### src/rtl/fpu_operand_unpack_pkg.sv
// Shared FPU definitions: class flag encoding, format derivation helpers and
// the unpack stage FSM state type.
package fpu_operand_unpack_pkg;

    localparam int CLASS_BIT_SNAN = 0;
    localparam int CLASS_BIT_QNAN = 1;
    localparam int CLASS_BIT_INF  = 2;
    localparam int CLASS_BIT_ZERO = 3;
    localparam int CLASS_BIT_SUB  = 4;
    localparam int CLASS_BIT_NORM = 5;

    localparam logic [5:0] CLASS_SNAN = 6'b000001;
    localparam logic [5:0] CLASS_QNAN = 6'b000010;
    localparam logic [5:0] CLASS_INF  = 6'b000100;
    localparam logic [5:0] CLASS_ZERO = 6'b001000;
    localparam logic [5:0] CLASS_SUB  = 6'b010000;
    localparam logic [5:0] CLASS_NORM = 6'b100000;

    // Exponent and fraction field widths for binary32 / binary64.
    function automatic int fpu_nexp(input int flen);
        return (flen == 64) ? 11 : 8;
    endfunction

    function automatic int fpu_nsig(input int flen);
        return flen - 1 - fpu_nexp(flen);
    endfunction

    function automatic int fpu_emax(input int flen);
        return (1 << (fpu_nexp(flen) - 1)) - 1;
    endfunction

    typedef enum logic [1:0] {
        ST_IDLE,
        ST_NORM,
        ST_DONE
    } state_t;

endpackage

### src/rtl/fpu_operand_unpack_if.sv
// Handshake and data bundle of the operand unpack stage; master is the
// upstream/downstream environment, slave is the unpack stage itself.
interface fpu_operand_unpack_if
    import fpu_operand_unpack_pkg::*;
#(
    parameter int FLEN = 32
);
    localparam int NEXP = fpu_nexp(FLEN);
    localparam int NSIG = fpu_nsig(FLEN);

    logic                   in_valid_i;
    logic                   in_ready_o;
    logic [FLEN-1:0]        rs1_i;
    logic [FLEN-1:0]        rs2_i;
    logic [2:0]             rm_i;
    logic                   out_valid_o;
    logic                   out_ready_i;
    logic [FLEN-1:0]        rs1_o;
    logic [FLEN-1:0]        rs2_o;
    logic signed [NEXP+1:0] rs1Exp_o;
    logic signed [NEXP+1:0] rs2Exp_o;
    logic [NSIG:0]          rs1Sig_o;
    logic [NSIG:0]          rs2Sig_o;
    logic [5:0]             rs1Class_o;
    logic [5:0]             rs2Class_o;
    logic [2:0]             rm_o;

    modport master (
        output in_valid_i, rs1_i, rs2_i, rm_i, out_ready_i,
        input  in_ready_o, out_valid_o, rs1_o, rs2_o, rs1Exp_o, rs2Exp_o,
               rs1Sig_o, rs2Sig_o, rs1Class_o, rs2Class_o, rm_o
    );

    modport slave (
        input  in_valid_i, rs1_i, rs2_i, rm_i, out_ready_i,
        output in_ready_o, out_valid_o, rs1_o, rs2_o, rs1Exp_o, rs2Exp_o,
               rs1Sig_o, rs2Sig_o, rs1Class_o, rs2Class_o, rm_o
    );

endinterface

### src/rtl/fpu_operand_unpack_classify.sv
// Combinational classifier: magnitude bits of one raw operand -> one-hot
// class, initial unbiased exponent and significand with explicit hidden bit.
module fpu_classify
    import fpu_operand_unpack_pkg::*;
#(
    parameter int FLEN = 32
) (
    input  logic [FLEN-2:0]                  mag,
    output logic [5:0]                       cls,
    output logic signed [fpu_nexp(FLEN)+1:0] exp,
    output logic [fpu_nsig(FLEN):0]          sig
);
    localparam int NEXP = fpu_nexp(FLEN);
    localparam int NSIG = fpu_nsig(FLEN);
    localparam int EMAX = fpu_emax(FLEN);
    localparam int EW   = NEXP + 2;

    logic [NEXP-1:0] e_field;
    logic [NSIG-1:0] f_field;

    assign e_field = mag[FLEN-2 -: NEXP];
    assign f_field = mag[NSIG-1:0];

    always_comb begin
        cls = '0;
        exp = '0;
        sig = '0;
        if (e_field == '1) begin
            exp = EW'(EMAX + 1);
            sig = {1'b0, f_field};
            if (f_field == '0)
                cls[CLASS_BIT_INF] = 1'b1;
            else if (f_field[NSIG-1])
                cls[CLASS_BIT_QNAN] = 1'b1;
            else
                cls[CLASS_BIT_SNAN] = 1'b1;
        end else if (e_field == '0) begin
            if (f_field == '0) begin
                cls[CLASS_BIT_ZERO] = 1'b1;
            end else begin
                // Subnormals start at EMIN and are normalised by the FSM.
                cls[CLASS_BIT_SUB] = 1'b1;
                exp = EW'(1 - EMAX);
                sig = {1'b0, f_field};
            end
        end else begin
            cls[CLASS_BIT_NORM] = 1'b1;
            exp = $signed({2'b00, e_field}) - EW'(EMAX);
            sig = {1'b1, f_field};
        end
    end

endmodule

### src/rtl/fpu_operand_unpack.sv
// FPU front-end: accepts two raw operands, classifies/unpacks them and
// normalises subnormal significands one bit per cycle before presenting them.
module fpu_operand_unpack
    import fpu_operand_unpack_pkg::*;
#(
    parameter int FLEN = 32
) (
    input  logic                clk_i,
    input  logic                rst_i,
    input  logic                flush_i,
    fpu_operand_unpack_if.slave bus
);
    localparam int NEXP = fpu_nexp(FLEN);
    localparam int NSIG = fpu_nsig(FLEN);
    localparam int EW   = NEXP + 2;

    state_t                state_reg;
    logic [2:0]            rm_reg;
    logic [FLEN-1:0]       raw      [2];
    logic [FLEN-1:0]       raw_reg  [2];
    logic [5:0]            cls_init [2];
    logic [5:0]            cls_reg  [2];
    logic signed [EW-1:0]  exp_init [2];
    logic signed [EW-1:0]  exp_reg  [2];
    logic [NSIG:0]         sig_init [2];
    logic [NSIG:0]         sig_reg  [2];
    logic [NSIG:0]         sig_next [2];
    logic                  shift    [2];
    logic                  settled  [2];
    logic                  accept;

    assign raw[0] = bus.rs1_i;
    assign raw[1] = bus.rs2_i;
    assign accept = (state_reg == ST_IDLE) && bus.in_valid_i && !flush_i;

    generate
        for (genvar gi = 0; gi < 2; gi++) begin : g_operand
            fpu_classify #(.FLEN(FLEN)) u_classify (
                .mag (raw[gi][FLEN-2:0]),
                .cls (cls_init[gi]),
                .exp (exp_init[gi]),
                .sig (sig_init[gi])
            );

            assign shift[gi]    = cls_reg[gi][CLASS_BIT_SUB] && !sig_reg[gi][NSIG];
            assign sig_next[gi] = shift[gi] ? (sig_reg[gi] << 1) : sig_reg[gi];
            // Operand is finished once the shift about to happen exposes the leading 1.
            assign settled[gi]  = !cls_reg[gi][CLASS_BIT_SUB] || sig_next[gi][NSIG];
        end
    endgenerate

    always_ff @(posedge clk_i) begin
        if (rst_i) begin
            state_reg <= ST_IDLE;
        end else if (flush_i) begin
            state_reg <= ST_IDLE;
        end else begin
            case (state_reg)
                ST_IDLE: begin
                    if (bus.in_valid_i)
                        state_reg <= (cls_init[0][CLASS_BIT_SUB] || cls_init[1][CLASS_BIT_SUB])
                                     ? ST_NORM : ST_DONE;
                end
                ST_NORM: begin
                    if (settled[0] && settled[1])
                        state_reg <= ST_DONE;
                end
                ST_DONE: begin
                    if (bus.out_ready_i)
                        state_reg <= ST_IDLE;
                end
                default: state_reg <= ST_IDLE;
            endcase
        end
    end

    always_ff @(posedge clk_i) begin
        if (rst_i) begin
            rm_reg <= '0;
            for (int i = 0; i < 2; i++) begin
                raw_reg[i] <= '0;
                cls_reg[i] <= '0;
                exp_reg[i] <= '0;
                sig_reg[i] <= '0;
            end
        end else if (accept) begin
            rm_reg <= bus.rm_i;
            for (int i = 0; i < 2; i++) begin
                raw_reg[i] <= raw[i];
                cls_reg[i] <= cls_init[i];
                exp_reg[i] <= exp_init[i];
                sig_reg[i] <= sig_init[i];
            end
        end else if (state_reg == ST_NORM && !flush_i) begin
            for (int i = 0; i < 2; i++) begin
                sig_reg[i] <= sig_next[i];
                if (shift[i])
                    exp_reg[i] <= exp_reg[i] - EW'(1);
            end
        end
    end

    assign bus.in_ready_o  = (state_reg == ST_IDLE);
    assign bus.out_valid_o = (state_reg == ST_DONE);
    assign bus.rs1_o       = raw_reg[0];
    assign bus.rs2_o       = raw_reg[1];
    assign bus.rs1Exp_o    = exp_reg[0];
    assign bus.rs2Exp_o    = exp_reg[1];
    assign bus.rs1Sig_o    = sig_reg[0];
    assign bus.rs2Sig_o    = sig_reg[1];
    assign bus.rs1Class_o  = cls_reg[0];
    assign bus.rs2Class_o  = cls_reg[1];
    assign bus.rm_o        = rm_reg;

endmodule

### src/flat_wrapper.sv
// flat-port wrapper written by rule: the top's interface ports become plain ports
module fpu_operand_unpack_flat import fpu_operand_unpack_pkg::*;
#(
    parameter int FLEN = 32
)
  (clk_i, rst_i, flush_i, bus_in_valid_i, bus_rs1_i, bus_rs2_i, bus_rm_i, bus_out_ready_i, bus_in_ready_o, bus_out_valid_o, bus_rs1_o, bus_rs2_o, bus_rs1Exp_o, bus_rs2Exp_o, bus_rs1Sig_o, bus_rs2Sig_o, bus_rs1Class_o, bus_rs2Class_o, bus_rm_o);
  fpu_operand_unpack_if #(.FLEN(FLEN)) bus_i ();
  input  logic clk_i;
  input  logic rst_i;
  input  logic flush_i;
  input wire logic [$bits(bus_i.in_valid_i)-1:0] bus_in_valid_i;
  input wire logic [$bits(bus_i.rs1_i)-1:0] bus_rs1_i;
  input wire logic [$bits(bus_i.rs2_i)-1:0] bus_rs2_i;
  input wire logic [$bits(bus_i.rm_i)-1:0] bus_rm_i;
  input wire logic [$bits(bus_i.out_ready_i)-1:0] bus_out_ready_i;
  output wire logic [$bits(bus_i.in_ready_o)-1:0] bus_in_ready_o;
  output wire logic [$bits(bus_i.out_valid_o)-1:0] bus_out_valid_o;
  output wire logic [$bits(bus_i.rs1_o)-1:0] bus_rs1_o;
  output wire logic [$bits(bus_i.rs2_o)-1:0] bus_rs2_o;
  output wire logic [$bits(bus_i.rs1Exp_o)-1:0] bus_rs1Exp_o;
  output wire logic [$bits(bus_i.rs2Exp_o)-1:0] bus_rs2Exp_o;
  output wire logic [$bits(bus_i.rs1Sig_o)-1:0] bus_rs1Sig_o;
  output wire logic [$bits(bus_i.rs2Sig_o)-1:0] bus_rs2Sig_o;
  output wire logic [$bits(bus_i.rs1Class_o)-1:0] bus_rs1Class_o;
  output wire logic [$bits(bus_i.rs2Class_o)-1:0] bus_rs2Class_o;
  output wire logic [$bits(bus_i.rm_o)-1:0] bus_rm_o;
  assign bus_i.in_valid_i = bus_in_valid_i;
  assign bus_i.rs1_i = bus_rs1_i;
  assign bus_i.rs2_i = bus_rs2_i;
  assign bus_i.rm_i = bus_rm_i;
  assign bus_i.out_ready_i = bus_out_ready_i;
  assign bus_in_ready_o = bus_i.in_ready_o;
  assign bus_out_valid_o = bus_i.out_valid_o;
  assign bus_rs1_o = bus_i.rs1_o;
  assign bus_rs2_o = bus_i.rs2_o;
  assign bus_rs1Exp_o = bus_i.rs1Exp_o;
  assign bus_rs2Exp_o = bus_i.rs2Exp_o;
  assign bus_rs1Sig_o = bus_i.rs1Sig_o;
  assign bus_rs2Sig_o = bus_i.rs2Sig_o;
  assign bus_rs1Class_o = bus_i.rs1Class_o;
  assign bus_rs2Class_o = bus_i.rs2Class_o;
  assign bus_rm_o = bus_i.rm_o;
  fpu_operand_unpack #(.FLEN(FLEN)) u_core (.clk_i(clk_i), .rst_i(rst_i), .flush_i(flush_i), .bus(bus_i));
endmodule
### config.mk
export PLATFORM = sky130hd
export DESIGN_NAME = fpu_operand_unpack_flat
export DESIGN_NICKNAME = d
export VERILOG_FILES = /design/src/rtl/fpu_operand_unpack_pkg.sv /design/src/rtl/fpu_operand_unpack_if.sv /design/src/rtl/fpu_operand_unpack_classify.sv /design/src/rtl/fpu_operand_unpack.sv /design/src/flat_wrapper.sv
export SDC_FILE = /design/constraint.sdc
export NUM_CORES = 1
export LEC_CHECK = 0
export CORE_ASPECT_RATIO = 1.75
export CORE_MARGIN = 1
export CORE_UTILIZATION = 51
export CTS_BUF_LIST = sky130_fd_sc_hd__clkbuf_8
export CTS_CLUSTER_DIAMETER = 30
export DETAILED_ROUTE_END_ITERATION = 8
export PLACE_DENSITY = 0.95
export SLEW_MARGIN = 25
export SYNTH_ARGS = -nofsm -noshare
export SYNTH_HDL_FRONTEND = slang
export SYNTH_SLANG_ARGS = --single-unit
### constraint.sdc
create_clock -name clk_i -period 4.71 [get_ports clk_i]
set_input_delay 0.471 -clock clk_i [delete_from_list [all_inputs] [get_ports clk_i]]
set_output_delay 0.471 -clock clk_i [all_outputs]
set_load 0.02 [all_outputs]
==> results of run 1 <==
synthesized netlist by cell type, drive strengths merged, types with 2 or more instances:
cell	n	share of area, %
o21ai	7	0.53
nor3	13	0.99
edfxtp	144	66
nor2b	3	0.29
a211o	4	0.53
and3	3	0.29
nand3	16	1.2
nand2	12	0.69
ha	6	1.1
o22ai	13	1.6
xnor2	10	1.3
clkbuf	8	0.46
o32ai	2	0.27
nand4	6	0.57
o2111ai	2	0.27
nor3b	3	0.34
nand2b	3	0.29
nor2	27	2.2
or4	3	0.34
nor4	17	1.6
or2	2	0.19
o211ai	7	0.80
xor2	15	2.0
a21oi	2	0.15
buf	9	0.95
a21o	46	5.3
and2	62	5.9
a22o	3	0.40
dfxtp	5	1.5
inv	14	0.80
area by class of cell:
cell class,instances,area share [%]
Multi-Input combinational cell,297,21.6
Clock buffer,17,2.50
Timing Repair Buffer,226,24.2
Clock inverter,15,1.54
Inverter,14,0.575
Sequential cell,149,47.3
Tap cell,168,2.25
power groups by stage:
stage	Combinational (mW)	Sequential (mW)	Clock [mW]
finish	0.506	1.60	0.948
global route	0.531	1.61	1.02
CTS	0.504	1.60	0.953
detailed placement	0.500	1.63	0
global placement	0.489	1.63	0
floorplan	0.112	1.73	0
stage by stage:
| stage | utilization, % | hold slack, ps |
|---|---|---|
| after detailed placement | 71.6 | 482 |
| after global placement | 71.6 | 469 |
| after CTS | 74.7 | 506 |
| after global routing | 74.9 | 531 |
| final | 74.9 | 509 |
| after floorplan | - | 595 |
cells by family (layout without fill, tap and decap cells):
| group | Yosys count | count (layout) | synth area share (%) |
|---|---|---|---|
| simple gates | 175 | 175 | 15.5 |
| fa+ha+maj | 6 | 6 | 1.14 |
| xor+xnor | 25 | 25 | 3.33 |
| compound gates | 91 | 91 | 10.5 |
| flops | 149 | 149 | 67.3 |
| buf+inv | 31 | 272 | 2.21 |
per-layer routing:
metal  wire length (um)  up-vias  share of wire (%)
met5                  0        -                  0
met1               6260     2432                 34
li1                   -     2271                  -
met3               1100       50                6.0
met2              10100      302                 56
met4                729        0                4.0
worst max-delay path, stage by stage:
cell and delay, ps:
clkdlybuf4s50_1 520, nor4b_1 100, nor2_1 580, clkinv_2 810, buf_4 540
worst paths after layout:
kind                           endpoint  slack, ps
hold / removal       u_core.bus.rm_o[2]        510
hold reg to reg      u_core.bus.rm_o[2]        510
setup / recovery  u_core.raw_reg[0][20]       1800
setup reg to reg  u_core.raw_reg[0][20]       1860
==> results.yml, run 1 <==
run_status:
  status: "finished clean"
cts:
  clock_latency_ps: 440
  cts.sinks: 149
  cts_resized: 0
  cts_hold_buf: 0
  numCtsBuffers: 17
  clkTransAtPathRegs_ps: 80
  cts_tree: "yes"
  cts_buffer_depth: 2
  cts_setup_buffers: 0
  clockRootBuffer: "clkbuf_8"
  cts-htree-levels: 4
sta:
  rsz0062_at_grt: "false"
  fin_crit_ps: 2910
  hold_viol: 0
  setup_viol: 0
  fin_skew_ps: 13.7
  period_share_pct: 61.7
  maxSlewViolCount: 0
  clock.fmax_mhz: 344
  worst_pin_slew_ps: 823
  setup_slack_ps: 1800
  slew_headroom_pct: 44.7
  setup_tns_ps: 0
place:
  io_buffers: 220
  dp_hpwl_um: 13200
  gp_congestion: 0.876
  post_dp_cell_area_um2: 8950
  dp_cells: 853
  pre_cts_ws_ps: 1380
grt:
  grt_max_degree: 57
  antenna_found_initial: 0
  use_met1_pct: 31.2
  grt_pass1_wl_um: 28000
  track_usage_pct: 28.1
  met3_usage_pct: 4.98
  met2_usage_pct: 50.4
  grt_busiest_layer: "met2"
  grt_pass1_vias: 5244
  grt_overflow_total: 0
drt:
  dr.pass1.iters: 5
  wl_per_cell_um: 20.5
  initialDrtViolationCount: 339
  via_per_inst: 5.71
  drcViolationCount: 0
  detail-route-antenna-nets: 0
  dr_total_vias: 5055
  totalWireLength_um: 18200
power_and_ir_drop:
  comb_power_share_pct: 16.6
  clockPowerShare_pct: 31.0
  p_int_mw: 2.22
  p_leak_nw: 3.77
  ir_drop_v: 0.000176
  power-per-cell-area_nw_per_um2: 326
  fin_total_pwr_mw: 3.05
  p_sw_share_pct: 27.3
  p_switching_uw: 834
  pwr-share-seq_pct: 52.4
cells_and_area:
  area_delta_synth_final_pct: 42.4
  final_common_cell: "clkdlybuf4s50_1"
  layout.nets: 783
  ff_latch_area_um2: 4420
  layout_common_cells: "clkdlybuf4s50_1, edfxtp_1, and2_1"
  fillers: 764
  largest_register_ffs: 64
  fin_area_um2: 9360
  multiInputGateArea_um2: 2030
  layout.cells.non_filler: 886
  drive_gt1_share_pct: 6.96
  antenna_cells: 0
hold_path:
  worstHoldStart: "u_core.bus.rm_o[2]"
  whs_path_depth: 1
  hp-class: "register to register"
die:
  initial_core_util_pct: 52.6
  die_w_um: 87.8
  die-area_um2: 13400
  pin_count: 221
  die_h_um: 152
  rows: 54
  core_um2: 12500
synth:
  synth-edff-count: 144
  synth-seq-cells: 149
  post_synth_num_cell_types: 45
  synth_cells: 477
  async_reset_ff_share_pct: 0
  yosysWarnings: 0
  syn_nets: 555
  synth_ff_type: "edfxtp_1"
  synth_area_um2: 6570
  avgSynthCellArea_um2: 13.8
  ys_seq_area_share_pct: 67.3
critical_path:
  critical_path_class: "input port to register"
  reg2reg_from: "u_core.state_reg[1]"
  critPathLaunch: "flush_i"
  endpoint_kind: "register"
  cp_data_required_time_ps: 4850
  crit_path_start_kind: "input port"
  rr_worst_depth: 4
  crit_arrival_ps: 3050
  crit_fanout: 42
run:
  max-cap-violations: 0
No activity file was read; power rests on OpenSTA's default activity.
==> run 2: changes to the inputs <==
--- a/config.mk
+++ b/config.mk
@@ -7,11 +7,11 @@
 export LEC_CHECK = 0
 export CORE_ASPECT_RATIO = 1.75
 export CORE_MARGIN = 1
-export CORE_UTILIZATION = 51
+export CORE_UTILIZATION = 47
 export CTS_BUF_LIST = sky130_fd_sc_hd__clkbuf_8
 export CTS_CLUSTER_DIAMETER = 30
 export DETAILED_ROUTE_END_ITERATION = 8
-export PLACE_DENSITY = 0.95
+export PLACE_DENSITY = 0.89
 export SLEW_MARGIN = 25
 export SYNTH_ARGS = -nofsm -noshare
 export SYNTH_HDL_FRONTEND = slang
==> constraint.sdc (replaced) <==
create_clock -name clk_i -period 3 [get_ports clk_i]
set_input_delay 0.3 -clock clk_i [delete_from_list [all_inputs] [get_ports clk_i]]
set_output_delay 0.3 -clock clk_i [all_outputs]
set_load 0.02 [all_outputs]
==> run 2 against run 1 <==
Sequential share of layout area down 0.33 points; critical path depth down 1; register-to-register slack worse by 1200 ps; clock skew down 0.57 ps; final cell count up 1.4%; first-iteration DRC count down 31%; sequential cell count unchanged; largest cell class unchanged; setup slack worse by 1200 ps; combinational power up 57%; hold slack worse by 28 ps; global-route usage down 3.7 points.
==> results.yml, run 2 (synthesized netlist as in run 1, its figures left out) <==
place:
  pre_cts_ws_ps: 243
  dp_hpwl_um: 13400
  gp_congestion: 0.892
  io_buffers: 220
  dp_cells: 866
drt:
  detail-route-antenna-nets: 0
  drcViolationCount: 0
  dr_total_vias: 4991
  totalWireLength_um: 17400
  initialDrtViolationCount: 233
  wl_per_cell_um: 19.4
  via_per_inst: 5.56
  dr.pass1.iters: 4
critical_path:
  cp_slowest_cell: "clkinv_2"
  critPathBufInv: 2
  crit_path_start_kind: "register"
  crit_fanout: 27
  critical_path.max_stage_delay_ps: 610
  endpoint_kind: "register"
  cp_cell_sequence: "nor4b_1, nor2_1, clkinv_2, buf_12"
  cp_data_required_time_ps: 3180
  path_delay_family: "buffers and inverters"
  critical_path_class: "register to register"
  crit_arrival_ps: 2560
  timing.reg2reg.setup_slack_ps: 620
cts:
  clock_latency_ps: 430
  numCtsBuffers: 17
  cts_resized: 0
  cts_tree: "yes"
  cts-htree-levels: 4
  cts_setup_buffers: 0
  cts.sinks: 149
  clockRootBuffer: "clkbuf_8"
  clkTransAtPathRegs_ps: 90
  cts_hold_buf: 0
  cts_buffer_depth: 2
sta:
  fin_skew_ps: 13.2
  worst_pin_slew_ps: 805
  rsz0062_at_grt: "false"
  period_share_pct: 79.4
  clock.fmax_mhz: 420
  setup_viol: 0
  slew_headroom_pct: 45.8
  maxSlewViolCount: 0
  setup_slack_ps: 619
  setup_tns_ps: 0
  fin_crit_ps: 2380
  hold_viol: 0
power_and_ir_drop:
  p_int_mw: 3.56
  fin_total_pwr_mw: 4.83
  power-per-cell-area_nw_per_um2: 512
  clockPowerShare_pct: 31.5
  p_switching_mw: 1.27
  pwr-share-seq_pct: 52.0
  p_sw_share_pct: 26.3
  ir_drop_v: 0.000283
  p_leak_nw: 3.81
  comb_power_share_pct: 16.5
cells_and_area:
  layout.nets: 789
  fin_util_pct: 69.7
  layout.cells.non_filler: 898
  drive_gt1_share_pct: 7.60
  final_common_cell: "clkdlybuf4s50_1"
  layout_common_cells: "clkdlybuf4s50_1, edfxtp_1, and2_1"
  antenna_cells: 0
  largest_register_ffs: 64
  area_delta_synth_final_pct: 43.4
run_status:
  status: "finished clean"
grt:
  grt_pass1_vias: 5074
  track_usage_pct: 24.4
  antenna_found_initial: 0
  grt_pass1_wl_um: 26600
  grt_max_degree: 28
  grt_overflow_total: 0
die:
  initial_core_util_pct: 48.6
  die_w_um: 91.4
  die-area_um2: 14500
  pin_count: 221
  core_um2: 13500
  die_h_um: 158
  rows: 56
hold_path:
  hp-class: "register to register"
run:
  max-cap-violations: 0
-- run 2: worst register-to-register path, stage by stage (launching register included) --
cell	delay [ps]
dfxtp_1	450
nor4b_1	130
nor2_1	560
clkinv_2	620
buf_12	370
-- run 2: power groups by stage --
stage               combinational [mW]  clock, mW  sequential, mW
floorplan                        0.176          0            2.72
global placement                 0.779          0            2.55
detailed placement               0.795          0            2.56
CTS                              0.799       1.55            2.51
global route                     0.835       1.62            2.52
finish                           0.795       1.52            2.51
-- run 2: area by class of cell --
cell class                 count  area, um^2
clock buffer                  17         234
clock inverter                15         159
fill                         932        4100
inverter                      14        53.8
multi-input combinational    297        2020
sequential                   149        4420
tap                          174         218
timing repair buffer         232        2320
-- run 2: routing by layer --
metal / track usage (%) / up-vias / share of wire [%]
met5: 0 / - / 0
met4: 16.9 / 0 / 5.6
met3: 4.15 / 58 / 5.1
met2: 44.3 / 231 / 54
met1: 25.6 / 2425 / 35
li1: - / 2277 / -
-- run 2: worst paths after layout --
| kind | start | end | depth (start not counted) |
|---|---|---|---|
| max reg2reg | u_core.state_reg[1] | u_core.raw_reg[0][37] | 4 |
| max | u_core.state_reg[1] | u_core.raw_reg[0][37] | 4 |
| min reg2reg | u_core.bus.rm_o[1] | u_core.bus.rm_o[1] | 1 |
| min | u_core.bus.rm_o[1] | u_core.bus.rm_o[1] | 1 |
-- run 2: metrics by stage --
stage          hold WS (ps)  cell area, um^2
5_1_grt                 492             9420
2_1_floorplan           433             6570
3_3_place_gp            456             9030
3_5_place_dp            462             9030
4_1_cts                 476             9420
6_report                481             9420
==> run 3: changes to the inputs <==
==> constraint.sdc (replaced) <==
create_clock -name clk_i -period 2.3 [get_ports clk_i]
set_input_delay 0.23 -clock clk_i [delete_from_list [all_inputs] [get_ports clk_i]]
set_output_delay 0.23 -clock clk_i [all_outputs]
set_load 0.02 [all_outputs]
==> run 3 against run 2 <==
Clock-buffer cell count unchanged; final area increased by 2.5%; critical path depth unchanged; sequential cell count is the same; first-iteration DRC count grew 25%; clock skew barely moved; hold slack got worse by 72 ps; core utilization grew 1.8 points; die area did not move; sequential power is 30% higher; final cell count grew 2.2%; sequential share of layout area shrank 1.1 points.
==> results.yml, run 3 (synthesized netlist as in run 1, its figures left out) <==
run_status:
  status: "finished clean"
drt:
  dr_total_vias: 5154
  via_per_inst: 5.61
  initialDrtViolationCount: 291
  dr.pass1.iters: 7
  wl_per_cell_um: 20.0
  detail-route-antenna-nets: 0
  drcViolationCount: 0
  totalWireLength_um: 18300
cts:
  clkTransAtPathRegs_ps: 80
  numCtsBuffers: 17
  cts_setup_buffers: 0
  cts_tree: "yes"
  cts-htree-levels: 4
  clockRootBuffer: "clkbuf_8"
  clock_latency_ps: 430
  cts_buffer_depth: 2
  cts_hold_buf: 0
  cts.sinks: 149
  cts_resized: 0
critical_path:
  cp_cell_sequence: "nor4b_1, nand2b_1, or4_1, o211ai_1"
  critical_path.max_stage_delay_ps: 610
  critPathLaunch: "u_core.state_reg[0]"
  cp_slowest_cell: "or4_1"
  crit_path_start_kind: "register"
  critical_path_class: "register to register"
  cp_data_required_time_ps: 2560
  crit_arrival_ps: 2230
  timing.reg2reg.setup_slack_ps: 330
  rr_worst_depth: 4
  reg2reg_from: "u_core.state_reg[0]"
  r2r_end: "u_core.exp_reg[0][9]"
  crit_path_end: "u_core.exp_reg[0][9]"
  crit_fanout: 9
  endpoint_kind: "register"
sta:
  hold_viol: 0
  maxSlewViolCount: 0
  hold_slack_ps: 408
  setup_tns_ps: 0
  clock.fmax_mhz: 507
  setup_viol: 0
  worst_pin_slew_ps: 518
  rsz0062_at_grt: "false"
  fin_crit_ps: 1970
  fin_skew_ps: 12.9
  period_share_pct: 85.8
  slew_headroom_pct: 65.5
cells_and_area:
  ff_latch_area_um2: 4430
  final_common_cell: "clkdlybuf4s50_1"
  fin_area_um2: 9660
  area_delta_synth_final_pct: 47.0
  multiInputGateArea_um2: 2020
  layout.nets: 809
  layout_common_cells: "clkdlybuf4s50_1, edfxtp_1, and2_1"
  fillers: 887
  largest_register_ffs: 64
  antenna_cells: 0
  drive_gt1_share_pct: 10.5
die:
  die-area_um2: 14500
  pin_count: 221
  die_w_um: 91.4
  initial_core_util_pct: 48.6
  die_h_um: 158
  core_um2: 13500
  rows: 56
power_and_ir_drop:
  p_leak_nw: 3.93
  p_int_mw: 4.77
  ir_drop_v: 0.000321
  clockPowerShare_pct: 32.6
  power-per-cell-area_nw_per_um2: 668
  p_switching_mw: 1.68
  comb_power_share_pct: 16.7
  pwr-share-seq_pct: 50.7
  p_sw_share_pct: 26.0
grt:
  track_usage_pct: 25.6
  grt_pass1_wl_um: 27800
  grt_max_degree: 40
  grt_overflow_total: 0
  antenna_found_initial: 0
  grt_pass1_vias: 5197
place:
  gp_congestion: 0.924
  post_dp_cell_area_um2: 9250
  io_buffers: 220
  dp_hpwl_um: 13500
hold_path:
  whs_path_depth: 2
  hp-class: "input port to register"
run:
  max-cap-violations: 0
==> run 3: metal layers <==
metal	routed length (um)	GRT usage (%)
met2	10100	47.2
met1	6450	27.6
met3	1050	5.25
met5	0	0
met4	705	12.7
==> run 3: area by class of cell <==
cell class | count | area share, %
Sequential cell | 149 | 45.8
Timing Repair Buffer | 252 | 26.2
Multi-Input combinational cell | 297 | 20.9
Clock buffer | 17 | 2.42
Tap cell | 174 | 2.25
Clock inverter | 15 | 1.84
Inverter | 14 | 0.583
==> run 3: critical path, delay by kind of cell (launching register included) <==
kind / cells / cell delay [ps]
AND/OR/NAND/NOR: 3 / 1320
flip-flops: 1 / 360
AO/OA/AOI/OAI: 1 / 130
==> run 3: power by group through the flow <==
| stage | combinational (mW) | clock (mW) | sequential [mW] |
|---|---|---|---|
| 2_1_floorplan | 0.231 | 0 | 3.54 |
| 3_3_place_gp | 1.05 | 0 | 3.32 |
| 3_5_place_dp | 1.08 | 0 | 3.33 |
| 4_1_cts | 1.08 | 2.14 | 3.27 |
| 5_1_grt | 1.13 | 2.23 | 3.29 |
| 6_report | 1.08 | 2.10 | 3.27 |
==> run 3: worst min-delay path by stage <==
stage	from	slack, ps	endpoint
after CTS	bus_rm_i[2]	370	u_core.bus.rm_o[2]
after global routing	bus_rm_i[0]	400	u_core.bus.rm_o[0]
final	bus_rm_i[2]	410	u_core.bus.rm_o[2]
after floorplan	bus_rm_i[0]	360	u_core.bus.rm_o[0]
after global placement	u_core.bus.rm_o[1]	460	u_core.bus.rm_o[1]
after detailed placement	u_core.bus.rm_o[2]	460	u_core.bus.rm_o[2]
==> run 3: through the flow <==
| stage | instances | worst slack, ps | power (mW) | util [%] |
|---|---|---|---|---|
| detailed placement | 886 | 98.3 | 4.40 | 68.4 |
| floorplan | 477 | -235 | 3.77 | - |
| finish | 918 | 326 | 6.45 | 71.5 |
| global route | 918 | 209 | 6.65 | 71.5 |
| CTS | 918 | 362 | 6.49 | 71.5 |
| global placement | 886 | 108 | 4.38 | 68.4 |
